$ cat src/rtl/rle_enc_param.sv
// Run-length encoder: reads bytes from the DPSRAM on port A and writes packed
// (count, symbol) pairs back, two pairs per 32-bit word, splitting runs at MAX_RUN.
module rle_enc_param #(
  parameter int ADDR_W  = 16,
  parameter int MAX_RUN = 255
) (
  input  logic              clk,
  input  logic              nreset,
  input  logic              start,
  input  logic [31:0]       message_addr,
  input  logic [31:0]       message_size,
  input  logic [31:0]       rle_addr,
  output logic [31:0]       rle_size,
  output logic              done,
  output logic              port_A_clk,
  output logic [ADDR_W-1:0] port_A_addr,
  output logic              port_A_we,
  output logic [31:0]       port_A_data_in,
  input  logic [31:0]       port_A_data_out
);

  localparam logic [7:0] MAX_CNT = 8'(MAX_RUN);

  typedef enum logic [2:0] {IDLE, RD_REQ, RD_WAIT, SCAN, WR, DONE} state_t;

  state_t            state_q, state_d;
  logic [ADDR_W-1:0] rd_ptr_q, rd_ptr_d;
  logic [ADDR_W-1:0] wr_ptr_q, wr_ptr_d;
  logic [31:0]       size_q, size_d;
  logic [31:0]       byte_cnt_q, byte_cnt_d;
  logic [31:0]       word_q, word_d;
  logic [1:0]        idx_q, idx_d;
  logic [7:0]        run_sym_q, run_sym_d;
  logic [7:0]        run_cnt_q, run_cnt_d;
  logic [31:0]       buf_q, buf_d;
  logic [1:0]        buf_n_q, buf_n_d;
  logic              pend_q, pend_d;
  logic              fin_q, fin_d;
  logic              done_q, done_d;
  logic [31:0]       rle_size_q, rle_size_d;
  logic [ADDR_W-1:0] addr_q, addr_d;
  logic              we_q, we_d;
  logic [31:0]       din_q, din_d;

  logic [7:0]        cur_byte;
  logic              is_last;

  // Only the word-aligned low ADDR_W bits of the byte addresses are used.
  logic unused_addr_bits;
  assign unused_addr_bits = ^{message_addr, rle_addr};

  assign port_A_clk     = clk;
  assign port_A_addr    = addr_q;
  assign port_A_we      = we_q;
  assign port_A_data_in = din_q;
  assign done           = done_q;
  assign rle_size       = rle_size_q;

  function automatic logic [31:0] put_pair(input logic [31:0] b, input logic slot,
                                           input logic [7:0] cnt, input logic [7:0] sym);
    logic [31:0] r;
    r = b;
    if (slot) r[31:16] = {sym, cnt};
    else      r[15:0]  = {sym, cnt};
    return r;
  endfunction

  always_comb begin
    state_d    = state_q;
    rd_ptr_d   = rd_ptr_q;
    wr_ptr_d   = wr_ptr_q;
    size_d     = size_q;
    byte_cnt_d = byte_cnt_q;
    word_d     = word_q;
    idx_d      = idx_q;
    run_sym_d  = run_sym_q;
    run_cnt_d  = run_cnt_q;
    buf_d      = buf_q;
    buf_n_d    = buf_n_q;
    pend_d     = pend_q;
    fin_d      = fin_q;
    done_d     = done_q;
    rle_size_d = rle_size_q;
    addr_d     = addr_q;
    we_d       = 1'b0;
    din_d      = din_q;
    cur_byte   = word_q[{idx_q, 3'b000} +: 8];
    is_last    = (byte_cnt_q + 32'd1) == size_q;

    case (state_q)
      IDLE, DONE: begin
        if (start) begin
          rd_ptr_d   = {message_addr[ADDR_W-1:2], 2'b00};
          wr_ptr_d   = {rle_addr[ADDR_W-1:2], 2'b00};
          size_d     = message_size;
          byte_cnt_d = 32'd0;
          idx_d      = 2'd0;
          run_sym_d  = 8'd0;
          run_cnt_d  = 8'd0;
          buf_d      = 32'd0;
          buf_n_d    = 2'd0;
          pend_d     = 1'b0;
          fin_d      = 1'b0;
          rle_size_d = 32'd0;
          if (message_size == 32'd0) begin
            done_d  = 1'b1;
            state_d = DONE;
          end else begin
            done_d  = 1'b0;
            state_d = RD_REQ;
          end
        end
      end
      RD_REQ: state_d = RD_WAIT;
      RD_WAIT: begin
        word_d   = port_A_data_out;
        rd_ptr_d = rd_ptr_q + ADDR_W'(4);
        idx_d    = 2'd0;
        state_d  = SCAN;
      end
      SCAN: begin
        byte_cnt_d = byte_cnt_q + 32'd1;
        idx_d      = idx_q + 2'd1;
        if (run_cnt_q == 8'd0) begin
          run_sym_d = cur_byte;
          run_cnt_d = 8'd1;
        end else if (cur_byte == run_sym_q && run_cnt_q < MAX_CNT) begin
          run_cnt_d = run_cnt_q + 8'd1;
        end else begin
          buf_d      = put_pair(buf_d, buf_n_d[0], run_cnt_q, run_sym_q);
          buf_n_d    = buf_n_d + 2'd1;
          rle_size_d = rle_size_d + 32'd2;
          run_sym_d  = cur_byte;
          run_cnt_d  = 8'd1;
        end
        if (is_last) begin
          // A full buffer defers the closing pair to a second WR visit.
          if (buf_n_d == 2'd2) begin
            pend_d = 1'b1;
          end else begin
            buf_d      = put_pair(buf_d, buf_n_d[0], run_cnt_d, run_sym_d);
            buf_n_d    = buf_n_d + 2'd1;
            rle_size_d = rle_size_d + 32'd2;
            fin_d      = 1'b1;
          end
          state_d = WR;
        end else if (buf_n_d == 2'd2) begin
          state_d = WR;
        end else if (idx_q == 2'd3) begin
          state_d = RD_REQ;
        end else begin
          state_d = SCAN;
        end
      end
      WR: begin
        wr_ptr_d = wr_ptr_q + ADDR_W'(4);
        buf_d    = 32'd0;
        buf_n_d  = 2'd0;
        if (pend_q) begin
          buf_d      = put_pair(32'd0, 1'b0, run_cnt_q, run_sym_q);
          buf_n_d    = 2'd1;
          rle_size_d = rle_size_q + 32'd2;
          pend_d     = 1'b0;
          fin_d      = 1'b1;
          state_d    = WR;
        end else if (fin_q) begin
          fin_d   = 1'b0;
          done_d  = 1'b1;
          state_d = DONE;
        end else if (idx_q == 2'd0) begin
          state_d = RD_REQ;
        end else begin
          state_d = SCAN;
        end
      end
      default: state_d = IDLE;
    endcase

    // Port A outputs are registered so they line up with the state being entered.
    if (state_d == RD_REQ) begin
      addr_d = rd_ptr_d;
    end
    if (state_d == WR) begin
      we_d   = 1'b1;
      addr_d = wr_ptr_d;
      din_d  = buf_d;
    end
  end

  always_ff @(posedge clk or negedge nreset) begin
    if (!nreset) begin
      state_q    <= IDLE;
      rd_ptr_q   <= '0;
      wr_ptr_q   <= '0;
      size_q     <= 32'd0;
      byte_cnt_q <= 32'd0;
      word_q     <= 32'd0;
      idx_q      <= 2'd0;
      run_sym_q  <= 8'd0;
      run_cnt_q  <= 8'd0;
      buf_q      <= 32'd0;
      buf_n_q    <= 2'd0;
      pend_q     <= 1'b0;
      fin_q      <= 1'b0;
      done_q     <= 1'b0;
      rle_size_q <= 32'd0;
      addr_q     <= '0;
      we_q       <= 1'b0;
      din_q      <= 32'd0;
    end else begin
      state_q    <= state_d;
      rd_ptr_q   <= rd_ptr_d;
      wr_ptr_q   <= wr_ptr_d;
      size_q     <= size_d;
      byte_cnt_q <= byte_cnt_d;
      word_q     <= word_d;
      idx_q      <= idx_d;
      run_sym_q  <= run_sym_d;
      run_cnt_q  <= run_cnt_d;
      buf_q      <= buf_d;
      buf_n_q    <= buf_n_d;
      pend_q     <= pend_d;
      fin_q      <= fin_d;
      done_q     <= done_d;
      rle_size_q <= rle_size_d;
      addr_q     <= addr_d;
      we_q       <= we_d;
      din_q      <= din_d;
    end
  end

endmodule

$ cat config.mk
export PLATFORM = sky130hd
export DESIGN_NAME = rle_enc_param
export DESIGN_NICKNAME = d
export VERILOG_FILES = /design/src/rtl/rle_enc_param.sv
export SDC_FILE = /design/constraint.sdc
export NUM_CORES = 1
export LEC_CHECK = 0
export ABC_CLOCK_PERIOD_IN_PS = 4640
export CAP_MARGIN = 40
export CELL_PAD_IN_SITES_DETAIL_PLACEMENT = 1
export CELL_PAD_IN_SITES_GLOBAL_PLACEMENT = 2
export CORE_MARGIN = 3
export CORE_UTILIZATION = 31
export DETAILED_ROUTE_END_ITERATION = 10
export GPL_TIMING_DRIVEN = 0
export PLACE_DENSITY_LB_ADDON = 0.05
export SLEW_MARGIN = 5
export SYNTH_ARGS = -nofsm -noshare
export SYNTH_HDL_FRONTEND = slang
export SYNTH_SLANG_ARGS = --single-unit
export TNS_END_PERCENT = 20
$ cat constraint.sdc
create_clock -name clk -period 4.64 [get_ports clk]
set_input_delay 0.928 -clock clk [delete_from_list [all_inputs] [get_ports clk]]
set_output_delay 0.928 -clock clk [all_outputs]
set_load 0.01 [all_outputs]
* Yosys cells after proc, flatten, opt, wreduce, memory -nomap -nowiden
Cells that the tools add are included.
Storage, ports and cells: bits in registers 267, output and inout bits 83, input bits 131, word-level logic and storage cells 131
Cells by class: order comparisons 1, $add $sub $neg 9, shift-type cells 1, reductions and logical operators 19, eq/ne operators 18, muxes and demuxes 65
Operators with widths (number):
- two-way mux 32 bit | 12
- one-hot mux 32 bit (3 select lines) | 2
- two-way mux 16 bit | 9
- adder 32 x 2 -> 32 bit, second input constant | 2
- one-hot mux 16 bit (2 select lines) | 2
- one-hot mux 32 bit (2 select lines) | 1
- two-way mux 8 bit | 5
- adder 16 x 3 -> 16 bit, second input constant | 2
- adder 32 x 1 -> 32 bit, second input constant | 1
- equality test 32 bit | 1
- zero test 32 bit | 1
- one-hot mux 8 bit (2 select lines) | 2
- variable part select 32 x 6 -> 8 bit | 1
- two-way mux 3 bit | 6
- two-way mux 2 bit | 8
- one-hot mux 3 bit (5 select lines) | 1
- inequality test 2 bit, second input constant | 7
- two-way mux 1 bit | 12
- one-hot mux 2 bit (3 select lines) | 2
- AND reduction 4 bit | 3
- equality test 3 bit, second input constant | 3
- adder 8 x 1 -> 8 bit, second input constant | 1
- equality test 8 bit | 1
- zero test 8 bit | 1
- other kinds (15) | 27

* Logic depth before layout (Yosys ltp)
depth after elaboration 13, gate-level depth with buffers 20, gate-level depth less buffers 15

==> flow_summary.toml <==
[logic_synthesis]
syn-cell-area_mm2 = 0.0163
synth.area.top_cells = "dfrtp_1, nand2_1, o21ai_0"
ys_seq_elements = 266
syn_area_per_cell_um2 = 8.55
synth_compound_area_frac = 0.189
synthArstFlopShare = 1.00
synth_edf_count = 0
synth-xor-area-share = 0.0584
syn_inst = 1912
muxShareOfSynthArea = 0.0416
yosys.area_share.simple = 0.248
synth_top_family_by_area = "simple AND/OR/NAND/NOR gates"
yosys_warnings = 0
yosysTopAreaCell = "dfrtp_1"
seq_area_frac_synth = 0.407
synth-main-ff-cell = "dfrtp_1"
syn_nets = 2054
synth_cell_types = 91
synth_top_area_frac = 0.407
synth_fa_ha_area_frac = 0.00842

[global_routing]
grt_max_degree = 95
antenna_found_initial = 0
overflow = 0
grt_pass1_wl_um = 106000
grt_pass1_vias = 16700
grt_usage = 0.246

[detailed_routing]
drt_first_pass_iters = 5
via_per_inst = 5.58
vias = 16000
wl_um = 69500
postRouteAntennaNets = 0
drc = 0
drtIter0Drc = 936
wire_per_inst_um = 24.3

[timing]
maxSlewViolCount = 0
fin_crit_ns = 4.54
min_period_over_period = 0.979
max_freq_mhz = 220
slew_headroom = 0.398
setup_viol_count_final = 0
skew_ns = 0.0246
worstMarginPinSlew_ns = 0.902
finalHoldViolations = 0

[floorplanning]
dieArea_mm2 = 0.0555
initial_core_util = 0.316
die_w_um = 236
die_h_um = 236
rows = 83
core_mm2 = 0.0517
io_pins = 214

[setup_path]
critPathCaptureType = "flip-flop"
worstSetupPathType = "reg2reg"
cp_common_cell = "xnor2_1"
arrival_ns = 5.01
worstPathMaxFanout = 13
cpPeakStageDelay_ns = 0.72
crit_required_ns = 5.11
slowest_stage = "nor4_2"
cp_cell_sequence = "buf_8 > mux4_2 > xnor2_1 > and3_2 > a31oi_4 > clkbuf_16 > nand2_8 > clkbuf_8 > xnor2_2 > ha_4 > nor4_2 > nand3_1 > o22ai_2 > xnor2_1 > o221ai_1"
critical_path.startpoint_type = "flip-flop"

[cells_and_area]
areaGrowthSynthToFinish_pct = 28.2
drive_gt1_frac = 0.117
fin_area_mm2 = 0.0210
nets = 2295
num_antenna_cells = 0

[pwr]
p_leak_nw = 8.68
total_power_mw = 14.0
peakVddDrop_mv = 0.398
power_density_mw_per_mm2 = 669

[min_path]
hold_class = "in2async"

[placement]
port_buffers = 176
placedInstanceArea_mm2 = 0.0192
dp_hpwl_um = 51100
place_congestion = 0.885

[clock_tree]
clk_pin_slew_ns = 0.06
cts_tree = "yes"
clkLatencyLatePin_ns = 0.67

[run_status]
status = "finished, final reports clean"

[job]
drv_cap = 0
## flip-flops by register name, indices dropped and copies added, names as in the netlist, 8 cells and up
register,count
buf_q,32
byte_cnt_q,32
port_A_addr,16
port_A_data_in,32
rd_ptr_q,16
rle_size,31
run_cnt_q,8
run_sym_q,8
size_q,32
word_q,32
wr_ptr_q,16
## cells by family after synthesis
logic type	after synthesis
other	1
buffers and inverters	173
adder cells (fa/ha/maj)	11
AO/OA/AOI/OAI	458
AND/OR/NAND/NOR	840
multiplexers	54
XOR/XNOR	109
flip-flops	266
## path summary, 6_finish.rpt
check	startpoint	end	slack (ns)	depth (start not counted)
min in group clk	buf_q[6]	buf_q[6]	0.47	1
worst min register to register	buf_q[6]	buf_q[6]	0.47	1
worst max-delay path	idx_q[0]	rle_size[19]	0.1	15
worst min-delay path	nreset	byte_cnt_q[31]	0.30	1
worst max register to register	idx_q[0]	rle_size[19]	0.1	15
max in group asynchronous	nreset	wr_ptr_q[2]	3.35	2
## stage by stage
step / util / TNS (ns) / instances / setup WS, ns / hold WS [ns]
floorplan: - / 0 / 1912 / 0.0313 / 0.440
global placement: 0.367 / -2905.16 / 2768 / -10.21 / 0.455
detailed placement: 0.371 / -202.78 / 2785 / -2.38 / 0.462
CTS: 0.402 / 0 / 2861 / 0.0107 / 0.314
global route: 0.405 / -0.00592 / 2859 / -0.00592 / 0.350
finish: 0.405 / 0 / 2859 / 0.0963 / 0.298
## report_power, final
group	total, mW	internal [mW]	switching [mW]
Combinational	7.08	2.61	4.47
Clock	3.07	1.90	1.17
Sequential	3.87	3.15	0.723
Total	14.0	7.66	6.36
## cells in the mapped netlist, types with 33 or more instances
cell type / count
clkbuf_1: 100
nor2_1: 103
xnor2_1: 76
xor2_1: 33
nand3_1: 88
nor3_1: 40
o21ai_0: 139
dfrtp_1: 266
and3_1: 52
nand2_1: 382
a21oi_1: 74
nand4_1: 38
## routing by layer
layer / global-route usage / share of wire
met1: 0.339 / 0.47
met2: 0.404 / 0.47
met3: 0.0271 / 0.036
met4: 0.0760 / 0.024
met5: 0 / 0
## cell type report
class	instances	area, um^2
Inverter	26	100
Clock inverter	12	126
Tap cell	680	851
Fill cell	6040	30800
Sequential cell	266	6660
Clock buffer	56	1190
Multi-Input combinational cell	1473	9200
Timing Repair Buffer	210	2120
Buffer	136	697
## placed cells by master, fill, tap and decap left out, drive strengths merged, types with 22 or more instances in the layout
| master | count |
|---|---|
| buf | 80 |
| nor2 | 104 |
| and3 | 52 |
| nor3 | 47 |
| dfrtp | 266 |
| xnor2 | 76 |
| a221o | 27 |
| xor2 | 33 |
| o21ai | 156 |
| nor4 | 28 |
| inv | 26 |
| nand3 | 88 |
| o31ai | 33 |
| mux2 | 28 |
| nand4 | 38 |
| a21oi | 74 |
| clkdlybuf4s50 | 175 |
| a22oi | 22 |
| a31oi | 29 |
| nand2 | 382 |
| clkbuf | 146 |
## repair_timing
action | CTS | global route
hold buffers | 0 | 0
endpoints found under the setup margin | 119 | 99
setup buffers | 13 | 5
resized for setup | 55 | 33
pin swaps | 5 | 4
## worst max-delay path, delay by kind of cell (launching register included)
kind / cells / cell delay, ns
xor+xnor: 3 / 0.52
simple gates: 4 / 1.31
buf+inv: 3 / 0.61
flops: 1 / 0.40
fa+ha+maj: 1 / 0.23
compound gates: 3 / 0.63
mux: 1 / 0.62
No activity file was read; power rests on OpenSTA's default activity.
